--- src/rtl/div3_seq_cnt.sv ---
// Divide-by-3 sequencer: registered 0->1->2 state with a one-cycle wrap tick
// and a wrapping or saturating tick event counter with a sticky overflow flag.

module div3_comb (
  input  logic [3:0] cnt,
  output logic [3:0] nxt_cnt,
  output logic       three
);
  always_comb begin
    nxt_cnt = 4'd0;
    three   = 1'b0;
    case (cnt)
      4'd0: nxt_cnt = 4'd1;
      4'd1: nxt_cnt = 4'd2;
      4'd2: begin
        nxt_cnt = 4'd0;
        three   = 1'b1;
      end
      default: nxt_cnt = 4'd0;
    endcase
  end
endmodule

module div3_seq_cnt #(
  parameter int TICK_W = 8,
  parameter bit SAT    = 1'b0
) (
  input  logic              clk,
  input  logic              rst,
  input  logic              en,
  input  logic              clr,
  output logic [3:0]        cnt,
  output logic              tick,
  output logic [TICK_W-1:0] tick_cnt,
  output logic              ovf
);
  localparam logic [TICK_W-1:0] TICK_MAX = '1;
  localparam logic [TICK_W-1:0] TICK_ONE = TICK_W'(1);

  logic [3:0]        cnt_reg;
  logic              tick_reg;
  logic [TICK_W-1:0] tick_cnt_reg;
  logic              ovf_reg;
  logic [3:0]        nxt_cnt;
  logic              three;
  logic              cnt_legal;

  div3_comb u_div3_comb (
    .cnt     (cnt_reg),
    .nxt_cnt (nxt_cnt),
    .three   (three)
  );

  assign cnt_legal = (cnt_reg <= 4'd2);

  always_ff @(posedge clk) begin
    if (rst || clr) begin
      cnt_reg      <= 4'd0;
      tick_reg     <= 1'b0;
      tick_cnt_reg <= '0;
      ovf_reg      <= 1'b0;
    end else if (!cnt_legal) begin
      // Upset recovery: return to 0 even with en low, and never count it as a wrap.
      cnt_reg  <= 4'd0;
      tick_reg <= 1'b0;
    end else if (en) begin
      cnt_reg  <= nxt_cnt;
      tick_reg <= three;
      if (three) begin
        if (tick_cnt_reg != TICK_MAX) begin
          tick_cnt_reg <= tick_cnt_reg + TICK_ONE;
        end else begin
          ovf_reg <= 1'b1;
          if (!SAT) tick_cnt_reg <= '0;
        end
      end
    end else begin
      tick_reg <= 1'b0;
    end
  end

  assign cnt      = cnt_reg;
  assign tick     = tick_reg;
  assign tick_cnt = tick_cnt_reg;
  assign ovf      = ovf_reg;
endmodule

--- config.mk ---
export PLATFORM = sky130hd
export DESIGN_NAME = div3_seq_cnt
export DESIGN_NICKNAME = d
export VERILOG_FILES = /design/src/rtl/div3_seq_cnt.sv
export SDC_FILE = /design/constraint.sdc
export NUM_CORES = 1
export LEC_CHECK = 0
export ABC_AREA = 1
export CAP_MARGIN = 15
export CORE_UTILIZATION = 44
export CTS_BUF_LIST = sky130_fd_sc_hd__clkbuf_16
export DETAILED_ROUTE_END_ITERATION = 7
export PLACE_DENSITY = 0.74
export SYNTH_ARGS = -nofsm -noshare
export SYNTH_HDL_FRONTEND = slang
export SYNTH_SLANG_ARGS = --single-unit
--- constraint.sdc ---
create_clock -name clk -period 1.3 [get_ports clk]
set_input_delay 0.26 -clock clk [delete_from_list [all_inputs] [get_ports clk]]
set_output_delay 0.26 -clock clk [all_outputs]
set_load 0.005 [all_outputs]
==> results_dict.tcl, run 1 <==
set metrics [dict create \
    status "finished, final reports clean" \
    largest_reg_flops 8 \
    hp-class "reg2reg" \
    path_clk_slew_ns 0.04 \
    drt_iter0_drc 9 \
    cts_tree "done" \
    path_class "reg2reg" \
    synth_top_area_share 0.3863 \
    cp.required_ns 1.43 \
    fin_area_um2 947.2 \
    yosys_warnings 0 \
    cp_max_fo 4 \
    hold_violations 0 \
    finalCritPeriodShare 0.9329 \
    grt_usage 0.2106 \
    place_ws_ns -0.1993 \
    hold_slack_ns 0.4620 \
    routabilityCongestion 0.7893 \
    first_pass_iters 4 \
    synth_cells 82 \
    synth.avg_cell_area_um2 7.583 \
    crit_arrival_ns 1.34 \
    setup_viol 0 \
    grt_pass1_wl_um 2118 \
    power.share.switching 0.1833 \
    drv_cap 0 \
    ys_ff_latch 12 \
    antenna_found_initial 0 \
    rsz0062_at_grt "false" \
    routed_via_density 4.768 \
    layout_setup_ws_ns 0.08723 \
    yosysUniqueCellTypes 23 \
    final_common_cell "nand2_1" \
    initial_core_util 0.4779 \
    clk_latency_ns 0.24 \
    routed_wl_um 1280 \
    cts_root_buf "clkbuf_16" \
    slew_viol_final 0 \
    coreArea_mm2 0.001301 \
    grt_pass1_vias 515 \
    grt_overflow 0 \
    min_period_ns 1.213 \
    drive_above_1_share 0.3455 \
    ant_nets 0 \
    port-buffer-count 15 \
    startpoint_type "register" \
    synth_seq_area_share 0.3863 \
    htreeDepth 1 \
    ioPinCount 18 \
    synthesis.area_um2 621.8 \
    die_w_um 39.60 \
    yosys.area.top_type "dfxtp_1" \
    vias 596 \
    synth_area_leaders "dfxtp_1 (39%), nand2_1 (7.8%), nor2_1 (7.2%)" \
    irDropWorstVdd_v 0.0007173 \
    place_area_um2 847.1 \
    fin_skew_ns 0.001107 \
    rr_worst_depth 9 \
    comb_power_share 0.049 \
    area_delta_synth_final_pct 52.31 \
    max_freq_mhz 824.6 \
    holdPathStages 2 \
    core.rowCount 13 \
    clock_power_share 0.569 \
    cts_buffer_depth 2 \
    final_cell_mix "nand2_1 (13), nor2_1 (11), dlygate4sd2_1 (11), buf_4 (11), inv_1 (10)" \
    power.density_mw_per_mm2 1026 \
    drc_errors 0 \
    die_area_mm2 0.001568 \
    die_height_um 39.60 \
    nets 117 \
    postCtsHoldBufs 0 \
    wire_per_inst_um 10.24 \
    final_cells 125 \
    dp.cells 120 \
    cp-end-kind "register" \
    p_sw_mw 0.1781 \
    power_frac_seq 0.382 \
    numCtsBuffers 3 \
    num-fill-cells 114 \
    antenna_cells 0 \
    finalPower_mw 0.9715 \
    cts_sinks 12 \
    intPower_mw 0.7934 \
    place_hpwl_um 971.4 \
    grt_max_degree 9 \
    p_leak_nw 0.4637 \
]
==> stage by stage <==
step,TNS [ns],util
global placement,-0.8598,0.6510
global route,0,0.7279
detailed placement,-1.224,0.6510
floorplan,0,-
finish,0,0.7279
CTS,0,0.7163
==> power groups by stage <==
stage,sequential [mW],clock [mW],combinational [mW]
floorplan,0.382,0,0.0231
global placement,0.379,0,0.0488
detailed placement,0.379,0,0.0494
CTS,0.371,0.559,0.0485
global route,0.371,0.584,0.0522
finish,0.371,0.553,0.0476
==> worst max-delay path: stages (launching register included) <==
cell	delay (ns)
dfxtp_2	0.32
buf_4	0.11
ha_2	0.18
inv_1	0.08
nor2_2	0.10
nand3_2	0.10
nand2_4	0.09
inv_2	0.03
nand2_2	0.06
nor2_2	0.03
==> cell families after synthesis <==
kind of cell               count (synthesis)  synth area share
AOI/OAI and AO/OA                          8           0.08248
xor gates and xnor gates                   1           0.01409
adders and majority gates                  1           0.02012
buffers and inverters                     14           0.09658
DFF                                       12            0.3863
other                                      1          0.006030
and+or+nand+nor                           45            0.3944
==> synthesized netlist by cell type (all sizes together) <==
master / instances
a21oi: 3
buf: 2
conb: 1
dfxtp: 12
ha: 1
inv: 12
nand2: 17
nand3: 8
nor2: 18
nor3: 1
o211a: 1
o21ai: 3
o21bai: 1
or2: 1
xor2: 1
==> routing by layer <==
metal  global-route usage  vias to the layer above  part of all wire
li1                     -                      310                 -
met5                    0                        -                 0
met3              0.06818                        4             0.047
met2               0.3402                       15              0.48
met1               0.2449                      267              0.45
met4               0.1034                        0             0.023
==> path summary, 6_finish.rpt <==
| check | startpoint | to | slack (ns) |
|---|---|---|---|
| worst max-delay path | tick_cnt[0]$_SDFFE_PP0P_ | tick_cnt[7]$_SDFFE_PP0P_ | 0.09 |
| worst min-delay path | ovf$_SDFFE_PP0P_ | ovf$_SDFFE_PP0P_ | 0.46 |
| worst max register to register | tick_cnt[0]$_SDFFE_PP0P_ | tick_cnt[7]$_SDFFE_PP0P_ | 0.09 |
| worst min register to register | ovf$_SDFFE_PP0P_ | ovf$_SDFFE_PP0P_ | 0.46 |
==> area by class of cell <==
| type | instances | area (µm²) | area share |
|---|---|---|---|
| Clock buffer | 3 | 75.07 | 0.07926 |
| Inverter | 12 | 45.04 | 0.04756 |
| Multi-Input combinational cell | 57 | 335.3 | 0.3540 |
| Sequential cell | 12 | 249.0 | 0.2629 |
| Tap cell | 15 | 18.77 | 0.01982 |
| Timing Repair Buffer | 26 | 224.0 | 0.2365 |
==> what timing repair did <==
action | in CTS | in global routing
gates resized for setup | 17 | 5
pin swaps | 0 | 3
buffers inserted | 2 | 0
setup endpoints to repair | 11 | 4
(Power assumes the default switching activity.)
==> run 2, diff against run 1 <==
- CORE_MARGIN: not set -> 4
==> results_dict.tcl, run 2 (synthesis results as in run 1) <==
set metrics [dict create \
    hold_violations 0 \
    wire_per_inst_um 10.65 \
    path_common_cell "nor2_2" \
    port-buffer-count 15 \
    numCtsBuffers 3 \
    path_cells "buf_4 -> ha_1 -> inv_1 -> nor2_2 -> nand3_2 -> nand2_4 -> inv_2 -> nand2_2 -> nor2_2" \
    core.rowCount 13 \
    path_clk_slew_ns 0.04 \
    slowest_delay_ns 0.32 \
    place_hpwl_um 951.1 \
    min_period_ns 1.221 \
    hp-class "in2reg" \
    setup_viol 0 \
    initial_core_util 0.4720 \
    die_height_um 45.60 \
    routabilityCongestion 0.7160 \
    multi_input_area_um2 332.8 \
    rrSetupSlack_ns 0.08 \
    rsz0062_at_grt "true" \
    cts_root_buf "clkbuf_16" \
    cts_tree "done" \
    crit_arrival_ns 1.35 \
    status "finished, final reports clean" \
    p_sw_mw 0.1800 \
    p_leak_nw 0.4307 \
    grt_pass1_vias 552 \
    ioPinCount 18 \
    antenna_found_initial 0 \
    area_delta_synth_final_pct 46.68 \
    cts_sinks 12 \
    drt_iter0_drc 7 \
    power.share.switching 0.1847 \
    finalPower_mw 0.9745 \
    die_w_um 45.60 \
    clock_power_share 0.574 \
    r2r-end "tick_cnt[7]$_SDFFE_PP0P_" \
    grt_max_degree 9 \
    power_frac_seq 0.378 \
    path_buf_inv 3 \
    final_common_cell "nand2_1" \
    vias 565 \
    htreeDepth 1 \
    path_class "reg2reg" \
    intPower_mw 0.7946 \
    seq_area_um2 254.0 \
    holdPathStages 2 \
    cp_slowest_cell "dfxtp_2" \
    max_freq_mhz 819.0 \
    grt_overflow 0 \
    die_area_mm2 0.002079 \
    grt_pass1_wl_um 2235 \
    power.density_mw_per_mm2 1068 \
    reg2reg_from "tick_cnt[0]$_SDFFE_PP0P_" \
    drc_errors 0 \
    ant_nets 0 \
    fin_skew_ns 0.003599 \
    slew_viol_final 0 \
    grt_usage 0.1547 \
    finalCritPeriodShare 0.9392 \
    nets 112 \
    cp_max_fo 4 \
    largest_reg_flops 8 \
    rr_worst_depth 9 \
    cp.required_ns 1.43 \
    cts_buffer_depth 2 \
    worstHoldEndpoint "cnt[0]$_SDFFE_PP0P_" \
    routed_via_density 4.669 \
    first_pass_iters 3 \
    drv_cap 0 \
    clk_latency_ns 0.24 \
    tns_ns 0 \
    startpoint_type "register" \
    cp-end-kind "register" \
    num-fill-cells 124 \
    coreArea_mm2 0.001318 \
    antenna_cells 0 \
    min_from "en" \
    irDropWorstVdd_v 0.0007584 \
    routed_wl_um 1289 \
    path_delay_family "simple AND/OR/NAND/NOR gates" \
    drive_above_1_share 0.3208 \
    comb_power_share 0.048 \
    final_cell_mix "nand2_1 (13), dlygate4sd2_1 (12), nor2_1 (11)" \
]
==> run 2: changes by cell type in the layout (fill, tap and decap cells not counted), sizes merged <==
cell	change
buf	-5
clkinv	+1
dlygate4sd2	+1
dlymetal6s2s	-1
==> run 2: final cells by class <==
cell class | instances | area share
repair buffers | 21 | 0.2003
flip-flops and latches | 12 | 0.2785
multi-input cells | 57 | 0.3649
inverters | 12 | 0.04938
clock buffers | 3 | 0.08230
well taps | 15 | 0.02058
clock inverters | 1 | 0.004115
==> run 2: timing repair <==
action,CTS,global route
pin swaps,0,4
endpoints found under the hold margin,0,0
hold buffers,0,0
gates resized for setup,21,3
setup buffers,1,0
endpoints found under the setup margin,12,4
==> run 2: per-stage QoR <==
| stage | hold slack [ns] | util | cells | worst slack (ns) | cell area, µm² |
|---|---|---|---|---|---|
| detailed placement | 0.4580 | 0.6201 | 116 | -0.2254 | 817.0 |
| CTS | 0.4668 | 0.6847 | 121 | 0.01072 | 902.1 |
| global placement | 0.4562 | 0.6201 | 116 | -0.1968 | 817.0 |
| global route | 0.4585 | 0.6923 | 121 | -0.01999 | 912.1 |
| finish | 0.4401 | 0.6923 | 121 | 0.07905 | 912.1 |
| floorplan | 0.4164 | - | 83 | 0.1669 | 625.6 |
==> run 2: worst max-delay path by stage <==
stage	slack (ns)	from	end	cells after the start
2_1_floorplan	0.17	tick_cnt[0]$_SDFFE_PP0P_	tick_cnt[7]$_SDFFE_PP0P_	8
3_3_place_gp	-0.20	en	tick_cnt[7]$_SDFFE_PP0P_	8
3_5_place_dp	-0.23	en	tick_cnt[7]$_SDFFE_PP0P_	8
4_1_cts	0.01	en	tick_cnt[7]$_SDFFE_PP0P_	8
5_1_grt	-0.02	tick_cnt[0]$_SDFFE_PP0P_	tick_cnt[7]$_SDFFE_PP0P_	9
6_report	0.08	tick_cnt[0]$_SDFFE_PP0P_	tick_cnt[7]$_SDFFE_PP0P_	9
==> run 2: power groups by stage <==
stage | registers (mW) | logic [mW] | clock network, mW
2_1_floorplan | 0.382 | 0.0231 | 0
3_3_place_gp | 0.380 | 0.0479 | 0
3_5_place_dp | 0.380 | 0.0484 | 0
4_1_cts | 0.369 | 0.0475 | 0.573
5_1_grt | 0.368 | 0.0514 | 0.598
6_report | 0.369 | 0.0465 | 0.559
==> run 2: metal layers <==
layer | vias up | GRT usage | routed length (µm)
li1 | 300 | - | -
met1 | 250 | 0.1942 | 621
met2 | 13 | 0.2312 | 584
met3 | 2 | 0.03557 | 66
met4 | 0 | 0.1053 | 17
met5 | - | 0 | 0
